File: config.mk
export PLATFORM = sky130hd
export DESIGN_NAME = smaesh_input_framer
export DESIGN_NICKNAME = d
export VERILOG_FILES = /design/src/rtl/smaesh_pkg.sv /design/src/rtl/smaesh_framer_slot.sv /design/src/rtl/smaesh_input_framer.sv
export SDC_FILE = /design/constraint.sdc
export NUM_CORES = 1
export LEC_CHECK = 0
export CAP_MARGIN = 20
export CORE_AREA = 2 2 246 248
export DETAILED_ROUTE_END_ITERATION = 12
export DIE_AREA = 0 0 248 250
export HOLD_SLACK_MARGIN = 0.05
export SETUP_SLACK_MARGIN = 0.3
export SLEW_MARGIN = 10
export SYNTH_ARGS = -nofsm -noshare
export SYNTH_HDL_FRONTEND = slang
export SYNTH_SLANG_ARGS = --single-unit
export TNS_END_PERCENT = 30
File: constraint.sdc
create_clock -name clk -period 4.5 [get_ports clk]
set_clock_uncertainty 0.05 [all_clocks]
set_input_delay 0.9 -clock clk [delete_from_list [all_inputs] [get_ports clk]]
set_output_delay 0.9 -clock clk [all_outputs]
set_load 0.03 [all_outputs]
File: src/rtl/smaesh_pkg.sv
// Shared encodings for the SMAESH input framer: word types, FSM states and frame geometry.
package smaesh_pkg;

  typedef enum logic [1:0] {
    TYPE_SEED = 2'd0,
    TYPE_KEY  = 2'd1,
    TYPE_DATA = 2'd2,
    TYPE_RSVD = 2'd3
  } word_type_e;

  typedef enum logic [1:0] {
    ST_IDLE    = 2'd0,
    ST_COLLECT = 2'd1,
    ST_DROP    = 2'd2
  } framer_state_e;

  localparam int unsigned WORD_W     = 32;
  localparam int unsigned SEED_WORDS = 3;
  localparam int unsigned SEED_W     = 80;
  localparam int unsigned SHARE_W    = 128;

  function automatic int unsigned shared_words(input int unsigned shares);
    return 4 * shares;
  endfunction

  // Number of words that make up a complete frame of the given type.
  function automatic int unsigned frame_len(input word_type_e t, input int unsigned shares);
    case (t)
      TYPE_SEED:            return SEED_WORDS;
      TYPE_KEY, TYPE_DATA:  return shared_words(shares);
      default:              return 0;
    endcase
  endfunction

endpackage

File: src/rtl/smaesh_framer_slot.sv
// One frame buffer: words written in place by index, plus the valid/ready output handshake.
module smaesh_framer_slot
  import smaesh_pkg::*;
#(
  parameter int unsigned WORDS = 3,
  parameter int unsigned KEEP  = 96,
  parameter int unsigned IW    = 2
) (
  input  logic              clk,
  input  logic              rst,
  input  logic              wr_en,
  input  logic [IW-1:0]     wr_idx,
  input  logic [WORD_W-1:0] wr_word,
  input  logic              done,
  input  logic              ready,
  output logic [KEEP-1:0]   frame,
  output logic              valid
);

  // Bits beyond KEEP are never stored, so a partially kept top word is simply narrower.
  for (genvar k = 0; k < WORDS; k++) begin : g_word
    localparam int unsigned LO = WORD_W * k;
    localparam int unsigned WB = (KEEP - LO >= WORD_W) ? WORD_W : KEEP - LO;

    logic [WB-1:0] word_q;

    always_ff @(posedge clk) begin
      if (wr_en && (wr_idx == IW'(k))) begin
        word_q <= wr_word[WB-1:0];
      end
    end

    assign frame[LO +: WB] = word_q;
  end

  always_ff @(posedge clk or posedge rst) begin
    if (rst) begin
      valid <= 1'b0;
    end else if (done) begin
      valid <= 1'b1;
    end else if (ready) begin
      valid <= 1'b0;
    end
  end

endmodule

File: src/rtl/smaesh_input_framer.sv
// Splits a typed 32-bit word stream into seed, shared-key and shared-data frames.
// Define SMAESH_FRAMER_ERR_EN to enable protocol checking, the sticky err flag and the DROP state.
module smaesh_input_framer
  import smaesh_pkg::*;
#(
  parameter int unsigned d = 2
) (
  input  logic                 clk,
  input  logic                 rst,
  input  logic                 s_valid,
  output logic                 s_ready,
  input  logic [WORD_W-1:0]    s_word,
  input  logic [1:0]           s_type,
  input  logic                 s_last,
  output logic [SEED_W-1:0]    out_seed,
  output logic                 out_seed_valid,
  input  logic                 out_seed_ready,
  output logic [SHARE_W*d-1:0] out_key,
  output logic                 out_key_valid,
  input  logic                 out_key_ready,
  output logic [SHARE_W*d-1:0] out_data,
  output logic                 out_data_valid,
  input  logic                 out_data_ready,
  output logic                 err
);

  localparam int unsigned NW = shared_words(d);
  localparam int unsigned CW = $clog2(NW + 1);

  framer_state_e state_q, state_d;
  word_type_e    type_q, type_d, tgt_c;
  logic [CW-1:0] cnt_q, cnt_d, len_c;
  logic          tgt_busy_c, fire_c, final_c, wr_en_c, done_c;

  // Target buffer: the frame in progress, or the type of the word on the bus when idle.
  assign tgt_c = (state_q == ST_COLLECT) ? type_q : word_type_e'(s_type);

  always_comb begin
    tgt_busy_c = 1'b0;
    case (tgt_c)
      TYPE_SEED: tgt_busy_c = out_seed_valid;
      TYPE_KEY:  tgt_busy_c = out_key_valid;
      TYPE_DATA: tgt_busy_c = out_data_valid;
      default:   tgt_busy_c = 1'b0;
    endcase
  end

  assign s_ready = !rst && ((state_q == ST_DROP) || !tgt_busy_c);
  assign fire_c  = s_valid && s_ready;
  assign len_c   = CW'(frame_len(tgt_c, d));
  // Counter is zero in IDLE, so this also flags a single-word frame on its first word.
  assign final_c = (cnt_q + CW'(1)) == len_c;

`ifdef SMAESH_FRAMER_ERR_EN
  logic err_q, err_d;
  assign err = err_q;
`else
  logic unused_last;
  assign unused_last = s_last;
  assign err         = 1'b0;
`endif

  always_comb begin
    state_d = state_q;
    type_d  = type_q;
    cnt_d   = cnt_q;
    wr_en_c = 1'b0;
    done_c  = 1'b0;
`ifdef SMAESH_FRAMER_ERR_EN
    err_d   = err_q;
`endif
    case (state_q)
      ST_IDLE, ST_COLLECT: begin
        if (fire_c) begin
`ifdef SMAESH_FRAMER_ERR_EN
          if ((tgt_c == TYPE_RSVD) || (word_type_e'(s_type) != tgt_c) || (s_last != final_c)) begin
            err_d   = 1'b1;
            cnt_d   = '0;
            state_d = s_last ? ST_IDLE : ST_DROP;
          end else
`endif
          if (tgt_c != TYPE_RSVD) begin
            wr_en_c = 1'b1;
            type_d  = tgt_c;
            if (final_c) begin
              done_c  = 1'b1;
              cnt_d   = '0;
              state_d = ST_IDLE;
            end else begin
              cnt_d   = cnt_q + CW'(1);
              state_d = ST_COLLECT;
            end
          end
        end
      end
`ifdef SMAESH_FRAMER_ERR_EN
      ST_DROP: begin
        if (fire_c && s_last) begin
          state_d = ST_IDLE;
        end
      end
`endif
      default: begin
        state_d = ST_IDLE;
        cnt_d   = '0;
      end
    endcase
  end

  always_ff @(posedge clk or posedge rst) begin
    if (rst) begin
      state_q <= ST_IDLE;
      type_q  <= TYPE_SEED;
      cnt_q   <= '0;
    end else begin
      state_q <= state_d;
      type_q  <= type_d;
      cnt_q   <= cnt_d;
    end
  end

`ifdef SMAESH_FRAMER_ERR_EN
  always_ff @(posedge clk or posedge rst) begin
    if (rst) begin
      err_q <= 1'b0;
    end else begin
      err_q <= err_d;
    end
  end
`endif

  smaesh_framer_slot #(
    .WORDS (SEED_WORDS),
    .KEEP  (SEED_W),
    .IW    (CW)
  ) u_seed (
    .clk     (clk),
    .rst     (rst),
    .wr_en   (wr_en_c && (tgt_c == TYPE_SEED)),
    .wr_idx  (cnt_q),
    .wr_word (s_word),
    .done    (done_c && (tgt_c == TYPE_SEED)),
    .ready   (out_seed_ready),
    .frame   (out_seed),
    .valid   (out_seed_valid)
  );

  smaesh_framer_slot #(
    .WORDS (NW),
    .KEEP  (SHARE_W * d),
    .IW    (CW)
  ) u_key (
    .clk     (clk),
    .rst     (rst),
    .wr_en   (wr_en_c && (tgt_c == TYPE_KEY)),
    .wr_idx  (cnt_q),
    .wr_word (s_word),
    .done    (done_c && (tgt_c == TYPE_KEY)),
    .ready   (out_key_ready),
    .frame   (out_key),
    .valid   (out_key_valid)
  );

  smaesh_framer_slot #(
    .WORDS (NW),
    .KEEP  (SHARE_W * d),
    .IW    (CW)
  ) u_data (
    .clk     (clk),
    .rst     (rst),
    .wr_en   (wr_en_c && (tgt_c == TYPE_DATA)),
    .wr_idx  (cnt_q),
    .wr_word (s_word),
    .done    (done_c && (tgt_c == TYPE_DATA)),
    .ready   (out_data_ready),
    .frame   (out_data),
    .valid   (out_data_valid)
  );

endmodule

# After elaboration in Yosys (flattened, before gate mapping)
# Cells that the tools add are included.
[totals] ff_bits=603 inputBits=41 out_inout_bits=597 word_cells=105
[op_classes] eq_ne=15 n_reduce_logical=40 n_addsub=1 n_mux=24
[op_table] cell="logical AND 1 bit" count=27
[op_table] cell="equality test 4 x 3 -> 1 bit (second input constant)" count=4
[op_table] cell="two-way mux 4 bit" count=4
[op_table] cell="two-way mux 1 bit" count=14
[op_table] cell="equality test 4 x 2 -> 1 bit (second input constant)" count=2
[op_table] cell="two-way mux 2 bit" count=4
[op_table] cell="one-hot mux 4 bit (2 select lines)" count=1
[op_table] cell="!= test 2 bit (second input constant)" count=3
[op_table] cell="nonzero test 2 bit" count=3
[op_table] cell="adder 4 x 1 -> 4 bit (second input constant)" count=1
[op_table] cell="equality test 2 x 1 -> 1 bit (second input constant)" count=2
[op_table] cell="equality test 2 bit (second input constant)" count=2
[op_table] cell="equality test 4 x 1 -> 1 bit (second input constant)" count=1
[op_table] cell="equality test 4 bit" count=1
[op_table] cell="logical NOT 2 bit" count=2
[op_table] cell="logical NOT 4 bit" count=1
[op_table] cell="OR reduction 2 bit" count=2
[op_table] cell="one-hot mux 1 bit (3 select lines)" count=1
[op_table] cell="AND reduction 3 bit" count=1
[op_table] cell="logical NOT 1 bit" count=2
[op_table] cell="AND reduction 2 bit" count=1
[op_table] cell="logical OR 1 bit" count=1

# Depth between registers and ports, before layout
# Gate-level depths: netlist of the first run.
[depth] word_depth=12 ltp_mapped=8 mapped_depth_nobuf=7

# Modules after synthesis
# From an unflattened synthesis of the first run, not the netlist that was laid out.
[unflattened] hier_cells=693 hier_area_um2=18675.4
[by_module_without_submodules] mod="smaesh_framer_slot at u_data ..." cells_each=273 instances=2 seq_area_each_um2=7712.4 area_per_inst_um2=7801.2
[by_module_without_submodules] mod="smaesh_framer_slot at u_seed" cells_each=89 instances=1 seq_area_each_um2=2427.3 area_per_inst_um2=2508.7
[by_module_without_submodules] mod="smaesh_input_framer" cells_each=58 instances=1 seq_area_each_um2=175.2 area_per_inst_um2=564.3

# Least setup slack after synthesis of the first run
# OpenSTA, ideal clock, no wires.
[synth_timing] path_kind="input to register" from="input s_type[0]" to="register u_data.g_word[7].word_q[0] (enable)" path_buffers=0 setup_ns=0.392 arrival_time_ns=3.329 slack_ns=0.729 cell_stages=7 required_ns=4.058 path_cell_list="mux2i_1 -> inv_1 -> ha_1 -> a222oi_1 -> o21ai_2 -> nor3b_4 -> and3_1"
[synth_via] elab_chain_cells=11 elab_cells_between_ends=15 classes_between="3 x eq/ne; 5 x mux; 7 x reduce/logical"
[synth_lines] element="start: declaration" line="smaesh_input_framer.sv:13" rtl="input logic [1:0] s_type,"
[synth_lines] element="two-way mux 2 bit (*)" line="smaesh_input_framer.sv:36" rtl="assign tgt_c = (state_q == ST_COLLECT) ? type_q : word_type_e'(s_type);"
[synth_lines] element="via tgt_c[0]" line="smaesh_input_framer.sv:31" rtl="word_type_e type_q, type_d, tgt_c;"
[synth_lines] element="equality test 2 bit, or another cell as far along" line="smaesh_input_framer.sv:40, smaesh_input_framer.sv:171"
[synth_lines] element="one-hot mux 1 bit (3 select lines)" line="smaesh_input_framer.sv:40" rtl="case (tgt_c)"
[synth_lines] element="logical NOT 1 bit" line="smaesh_input_framer.sv:48" rtl="assign s_ready = !rst && ((state_q == ST_DROP) || !tgt_busy_c);"
[synth_lines] element="logical OR 1 bit" line="smaesh_input_framer.sv:48"
[synth_lines] element="logical AND 1 bit" line="smaesh_input_framer.sv:48"
[synth_lines] element="logical AND 1 bit" line="smaesh_input_framer.sv:49" rtl="assign fire_c = s_valid && s_ready;"
[synth_lines] element="two-way mux 1 bit" line="smaesh_input_framer.sv:74" rtl="if (fire_c) begin"
[synth_lines] element="two-way mux 1 bit" line="smaesh_input_framer.sv:72" rtl="case (state_q)"
[synth_lines] element="logical AND 1 bit (*)" line="smaesh_input_framer.sv:171" rtl=".wr_en (wr_en_c && (tgt_c == TYPE_DATA)),"
[synth_lines] element="logical AND 1 bit (*)" line="smaesh_framer_slot.sv:28" rtl="if (wr_en && (wr_idx == IW'(k))) begin"
[synth_lines] element="end signal: assignment" line="smaesh_framer_slot.sv:29" rtl="word_q <= wr_word[WB-1:0];"
[synth_lines] element="end: declaration" line="smaesh_framer_slot.sv:25" rtl="logic [WB-1:0] word_q;"
# The timed path passes the listed nets; every way through them passes the cells marked *.
# A chain may end at the register's enable or synchronous reset.

# Final worst setup path of the first run
[layout_timing] from="input s_type[0]" to="output s_ready"
[layout_via] elab_chain_cells=6 elab_cells_between_ends=8 classes_between="2 x eq/ne; 2 x mux; 4 x reduce/logical"
[layout_lines] element="two-way mux 2 bit (*)" line="smaesh_input_framer.sv:36"
[layout_lines] element="equality test 2 bit, or another cell as far along" line="smaesh_input_framer.sv:40"
[layout_lines] element="one-hot mux 1 bit (3 select lines) (*)" line="smaesh_input_framer.sv:40"
[layout_lines] element="logical NOT 1 bit (*)" line="smaesh_input_framer.sv:48"
[layout_lines] element="logical OR 1 bit (*)" line="smaesh_input_framer.sv:48"
[layout_lines] element="logical AND 1 bit (*)" line="smaesh_input_framer.sv:48"
[layout_lines] element="end: declaration" line="smaesh_input_framer.sv:11" rtl="output logic s_ready,"
# Every way passes the cells marked *; elsewhere a longest branch is shown, timed or not.

==> summary.txt, run 1 <==
Met3 usage: 5.43%
Vias in the first global route: 9,491
Buffers on Ports: 635
Top FF cell, synth: edfxtp_1
Final hold viol count: 0
Drt initial violations: 733
RSZ-0062 raised after global routing: false
Synth cell types: 28
PwrDens: 414 mW/mm^2
Core area: 0.0596 mm^2
DP Wirelength: 37,000 um
Fraction of layout cells with a size suffix above 1: 9.87%
#FFs+latches synth: 602
DR pass1 iterations: 5
Clock-pin transition on the worst setup and hold timing paths: 0.06 ns
Synth Area per Inst: 27.3 um^2
Vias per inst: 4.40
Synth warnings: 0
Final instance area: 0.0284 mm^2
Post-Synthesis Net Count: 733
H-tree depth: 2
Crit Path Max Fanout: 5
Met2 usage: 29.9%
Fin crit share: 83.0%
Vias: 9,868
Die Wd: 248 um
Post-Place Setup Slack: 0.397 ns
Achievable Freq: 0.268 GHz
Post-DR wirelength/cell: 25.3 um
Fin. max-slew vios: 0
CTS tree: yes
Setup violators final: 0
Post-DP Area: 0.0265 mm^2
Final #Nets: 1,461
Antenna Nets Post-Route: 0
Non-Filler Instances: 2,241
Largest net degree at the start of global routing: 33
Post-synth EDFFs: 592
Grt peak-use layer: met2
Hold_buf cts: 0
Setup_tns: 0 ns
Crit start category: input pin
GRT overflow: 0
Met1 Use GR: 21.8%
Initial antenna violation count: 1
GRT Total Usage: 17.6%
CTS Sinks: 602
Asr flop ratio synth: 1.66%
Crit end category: output port
Clock Latency Late Sink: 0.59 ns
I/O Pins: 638
Max Cap Violations: 0
Layout area overhead: 53.0%
First-pass GRT wire length: 75,600 um
Starting Density: 31.2%
CTS max path bufs: 3
Rel. slew slack: 29.5%
DRC viols: 0
Fillers: 4,896
Critical path class: input pin to output port
Class of the worst hold path: flop to flop
Post-synthesis sequential area ratio: 97.0%
Die Area: 0.0620 mm^2
Rows: 90
Final WL: 56,800 um
Status: complete, no violations
Final worst slack: 0.767 ns
Mapped Cells: 682
Placed cells: 2,131
ANT cells: 0
Arr. time, crit path: 2.78 ns
CTS buffer count: 58
Slew @ Worst Pin: 1.05 ns
Die Y: 250 um
Root buffer cell: clkbuf_16
Req. time, crit path: 3.55 ns
Mapped cell area: 0.0186 mm^2
Post-layout min period: 3.73 ns
Maximum VDD drop: 0.304 mV
GP Congestion: 0.790
Static leakage: 9.48 nW
==> report_power, final <==
part / internal [mW] / switching, mW / leakage [nW]
Clock: 2.98 / 2.02 / 0.972
Combinational: 0.192 / 0.333 / 3.07
Sequential: 6.20 / 0.0429 / 5.44
Total: 9.38 / 2.40 / 9.48
==> Yosys cell counts (2+ instances only) <==
library cell,count,area share (%)
o21ai_0,3,0.081
o211ai_1,2,0.081
nand3_1,2,0.054
buf_4,2,0.081
and3_1,18,0.61
xnor2_1,3,0.14
nor3b_1,2,0.081
dfrtp_1,10,1.3
ha_1,10,0.67
nor2_1,5,0.10
a32o_1,3,0.16
inv_1,9,0.18
nand2_1,5,0.10
mux2i_1,2,0.11
o21ai_1,2,0.054
edfxtp_1,592,96
==> what timing repair did <==
item	4_1_cts	5_1_grt
setup buffers	0	0
resized for setup	0	1
hold endpoints to repair	0	0
setup endpoints to repair	0	1
==> path summary, 6_finish.rpt <==
check | start | endpoint | slack [ns] | cells past startpoint
worst max-delay path | s_type[0] | s_ready | 0.77 | 8
worst min-delay path | type_q[0] | type_q[0] | 0.46 | 2
worst max register to register | state_q[0] | u_seed.g_word[0].word_q[13] | 1.30 | 9
worst min register to register | type_q[0] | type_q[0] | 0.46 | 2
max in group asynchronous | rst | cnt_q[0] | 3.44 | 2
min in group asynchronous | rst | u_seed.valid | 0.66 | 2
==> critical path, stage by stage <==
cell and delay, ns:
clkdlybuf4s50_1 0.46, mux2i_1 0.08, buf_4 0.16, ha_1 0.26, a222oi_1 0.42, nor2_1 0.08, nor2_1 0.12, dlymetal6s2s_1 0.31
==> routing by layer <==
metal	wire length (um)	up-vias
met4	1060	0
li1	-	4225
met5	0	-
met1	22200	5129
met3	4690	65
met2	28900	449
==> final cells by class <==
| class | instances | area [um^2] | share of cell area (%) |
|---|---|---|---|
| Multi-Input combinational cell | 68 | 533 | 1.87 |
| Inverter | 9 | 33.8 | 0.119 |
| Clock inverter | 35 | 399 | 1.40 |
| Tap cell | 782 | 978 | 3.44 |
| Sequential cell | 602 | 18000 | 63.4 |
| Timing Repair Buffer | 671 | 6900 | 24.3 |
| Clock buffer | 74 | 1580 | 5.54 |
==> metrics by stage <==
step / total power, mW / hold slack (ns) / util, %
6_report: 11.8 / 0.462 / 47.8
5_1_grt: 12.2 / 0.490 / 47.8
4_1_cts: 11.9 / 0.465 / 47.7
3_5_place_dp: 6.89 / 0.453 / 44.4
3_3_place_gp: 6.87 / 0.429 / 44.4
2_1_floorplan: 6.61 / 0.400 / -
==> logic make-up after synthesis <==
| group | share of synthesized area, % |
|---|---|
| flops | 97.0 |
| other cells | 0.0202 |
| xor+xnor | 0.188 |
| fa+ha+maj | 0.673 |
| simple gates | 1.18 |
| mux | 0.108 |
| buf+inv | 0.289 |
| compound gates | 0.579 |
==> registers in the layout, summed over array words and instances, names as in the netlist <==
register / cells
cnt_q: 4
state_q: 1
type_q: 2
u_data.g_word.word_q: 256
u_data.valid: 1
u_key.g_word.word_q: 256
u_key.valid: 1
u_seed.g_word.word_q: 80
u_seed.valid: 1
==> placed cells by master (no fill, tap or decap), types with 3 or more instances in the layout <==
cell type,instances
dfrtp_1,10
edfxtp_1,592
clkbuf_16,61
nor2_1,5
ha_1,10
o21ai_0,3
clkbuf_1,13
inv_1,9
and3_2,18
nand2_1,5
bufinv_16,9
clkdlybuf4s50_1,634
buf_12,21
buf_4,14
xnor2_1,3
clkinv_1,9
clkinv_2,14
a32o_1,3
(Power assumes the default switching activity.)
==> run 2: changes to the inputs <==
==> constraint.sdc (replaced) <==
create_clock -name clk -period 3.6 [get_ports clk]
set_clock_uncertainty 0.05 [all_clocks]
set_input_delay 0.72 -clock clk [delete_from_list [all_inputs] [get_ports clk]]
set_output_delay 0.72 -clock clk [all_outputs]
set_load 0.03 [all_outputs]
==> run 2 against run 1 <==
Die area is the same; hold slack lost 0.011 ns; critical path depth increased by 5; total power is 23% higher; count of clock-buffer cells in the layout shrank 3; highest routed layer unchanged; sequential cell count did not move; global-route usage down 0.20 points; via count up 0.64%.
==> summary.txt, run 2 (same netlist as run 1, synthesis figures left out) <==
Status: complete, no violations
Root buffer cell: clkbuf_16
Antenna Nets Post-Route: 0 (unchanged)
Slew @ Worst Pin: 0.991 ns (-0.0642 ns)
DR pass1 iterations: 4 (-1)
Clock network power share: 40.6% (-1.9 points)
Final worst slack: 0.407 ns (-0.360 ns)
Net Sw Frac: 21.0% (+0.57 points)
Biggest regs: u_data.g_word.word_q x256, u_key.g_word.word_q x256, u_seed.g_word.word_q x80
Grt peak-use layer: met2
Post-DR wirelength/cell: 25.2 um (-0.64%)
DP Wirelength: 38,700 um (+4.6%)
Total Power: 14.5 mW (+23%)
Vias per inst: 4.39 (-0.25%)
PwrDens: 503 mW/mm^2 (+21%)
Req. time, crit path: 3.85 ns (+0.30 ns)
Largest net degree at the start of global routing: 23 (-30%)
Internal Pwr Total: 11.4 mW (+22%)
Achievable Freq: 0.313 GHz
CTS tree: yes
Rows: 90 (unchanged)
Commonest non-fill, non-tap cell in the layout: clkdlybuf4s50_1
CTS Sinks: 602 (unchanged)
Placed cells: 2,143 (+0.56%)
Crit end category: flop
ANT cells: 0 (unchanged)
Vias: 9,931 (+0.64%)
Crit start category: flop
Critical path class: flop to flop
Static leakage: 9.59 nW (+1.1%)
Max Cap Violations: 0 (unchanged)
Met3 usage: 5.99% (+0.56 points)
Die Y: 250 um (unchanged)
Setup violators final: 0 (unchanged)
First-pass GRT wire length: 75,200 um (-0.45%)
Maximum VDD drop: 0.336 mV (+10%)
Hold_buf cts: 0 (unchanged)
DRC viols: 0 (unchanged)
Die Area: 0.0620 mm^2 (unchanged)
Share of total power in combinational logic: 5.4% (+0.9 points)
Rel. slew slack: 33.7% (+4.3 points)
Fraction of layout cells with a size suffix above 1: 11.8% (+2.0 points)
Drt initial violations: 714 (-2.6%)
Die Wd: 248 um (unchanged)
Final hold viol count: 0 (unchanged)
GRT Total Usage: 17.4% (-0.20 points)
Core area: 0.0596 mm^2 (unchanged)
RSZ-0062 raised after global routing: true
Buffers on Ports: 635 (unchanged)
Clock Latency Late Sink: 0.60 ns (about the same)
Fin crit share: 88.7%
Class of the worst hold path: input pin to asynchronous set/reset pin
Sequential fraction of design power: 54.0% (+1.0 points)
Clock-pin transition on the worst setup and hold timing paths: 0.06 ns (about the same)
Final #Nets: 1,487 (+1.8%)
Commonest cells after routing, fill and taps aside: clkdlybuf4s50_1, edfxtp_1, clkbuf_16
Initial antenna violation count: 0 (-1)
CTS buffer count: 60 (+3.4%)
Post-layout min period: 3.19 ns
H-tree depth: 2 (unchanged)
CTS max path bufs: 3 (unchanged)
Vias in the first global route: 9,609 (+1.2%)
Final WL: 56,900 um (+0.24%)
Starting Density: 31.2% (unchanged)
P_sw: 3.04 mW (+26%)
Post-Place Setup Slack: -0.0128 ns (-0.410 ns)
Met2 usage: 29.0% (-0.86 points)
Fin. max-slew vios: 0 (unchanged)
Non-Filler Instances: 2,261 (+0.89%)
I/O Pins: 638 (unchanged)
Arr. time, crit path: 3.45 ns (+0.67 ns)
Crit Path Max Fanout: 8 (+3)
GRT overflow: 0 (unchanged)
Met1 Use GR: 21.8% (-0.062 points)
GP Congestion: 0.796 (+0.73%)
Layout area overhead: 55.0%
[run 2: changes by cell type in the layout (fill, tap and decap cells not counted), moves of 4 or more]
cell       before  now
buf_12         21   37
inv_6           1    5
buf_6           0    5
bufinv_16       9    4
[run 2: power by group through the flow]
stage               clock, mW  sequential (mW)  combinational [mW]
floorplan                   0             7.97               0.295
global placement            0             7.95               0.636
detailed placement          0             7.95               0.655
CTS                      6.04             7.82               0.702
global route             6.29             7.82               0.849
finish                   5.89             7.82               0.780
[run 2: per-layer routing]
| metal | vias to the layer above | share of wire, % |
|---|---|---|
| met5 | - | 0 |
| met4 | 0 | 1.6 |
| met3 | 62 | 8.4 |
| met2 | 442 | 50 |
| met1 | 5162 | 40 |
| li1 | 4265 | - |
[run 2: cell type report]
cell class                 count  area (um^2)
timing repair buffer         695         7330
clock inverter                34          279
clock buffer                  71         1560
tap                          782          978
sequential                   602        18000
inverter                       9         33.8
fill                        4835        30800
multi-input combinational     68          597
[run 2: what timing repair did]
action	4_1_cts	5_1_grt
endpoints found under the setup margin	1	593
pin swaps	1	7
setup buffers	6	4
gates resized for setup	5	22
cloned	0	3
[run 2: final timing paths]
kind                       startpoint                          end  slack [ns]  cells after the start
hold / removal                    rst                    type_q[0]        0.45                      2
max in group asynchronous         rst                   state_q[0]        2.75                      2
min in group clk            type_q[1]                    type_q[1]        0.51                      2
hold reg to reg             type_q[1]                    type_q[1]        0.51                      2
setup reg to reg           state_q[0]  u_data.g_word[5].word_q[21]        0.41                     13
setup / recovery           state_q[0]  u_data.g_word[5].word_q[21]        0.41                     13
[run 2: through the flow]
| step | utilization [%] | cell area [um^2] | TNS [ns] | hold slack [ns] |
|---|---|---|---|---|
| final | 48.4 | 28800 | 0 | 0.451 |
| after global routing | 48.4 | 28800 | 0 | 0.447 |
| after CTS | 48.1 | 28600 | 0 | 0.386 |
| after detailed placement | 44.9 | 26700 | -0.330 | 0.423 |
| after global placement | 44.9 | 26700 | 0 | 0.425 |
| after floorplan | - | 18600 | 0 | 0.400 |
[run 2: critical path: stages (launching register included)]
cell and delay (ns):
dfrtp_2 0.43, mux2i_4 0.30, inv_2 0.09, ha_4 0.17, a222oi_1 0.34, buf_4 0.19, buf_6 0.10, buf_6 0.08
buf_6 0.08, buf_6 0.09, o21ai_4 0.08, nor3b_4 0.31, and3_4 0.39, clkbuf_16 0.20
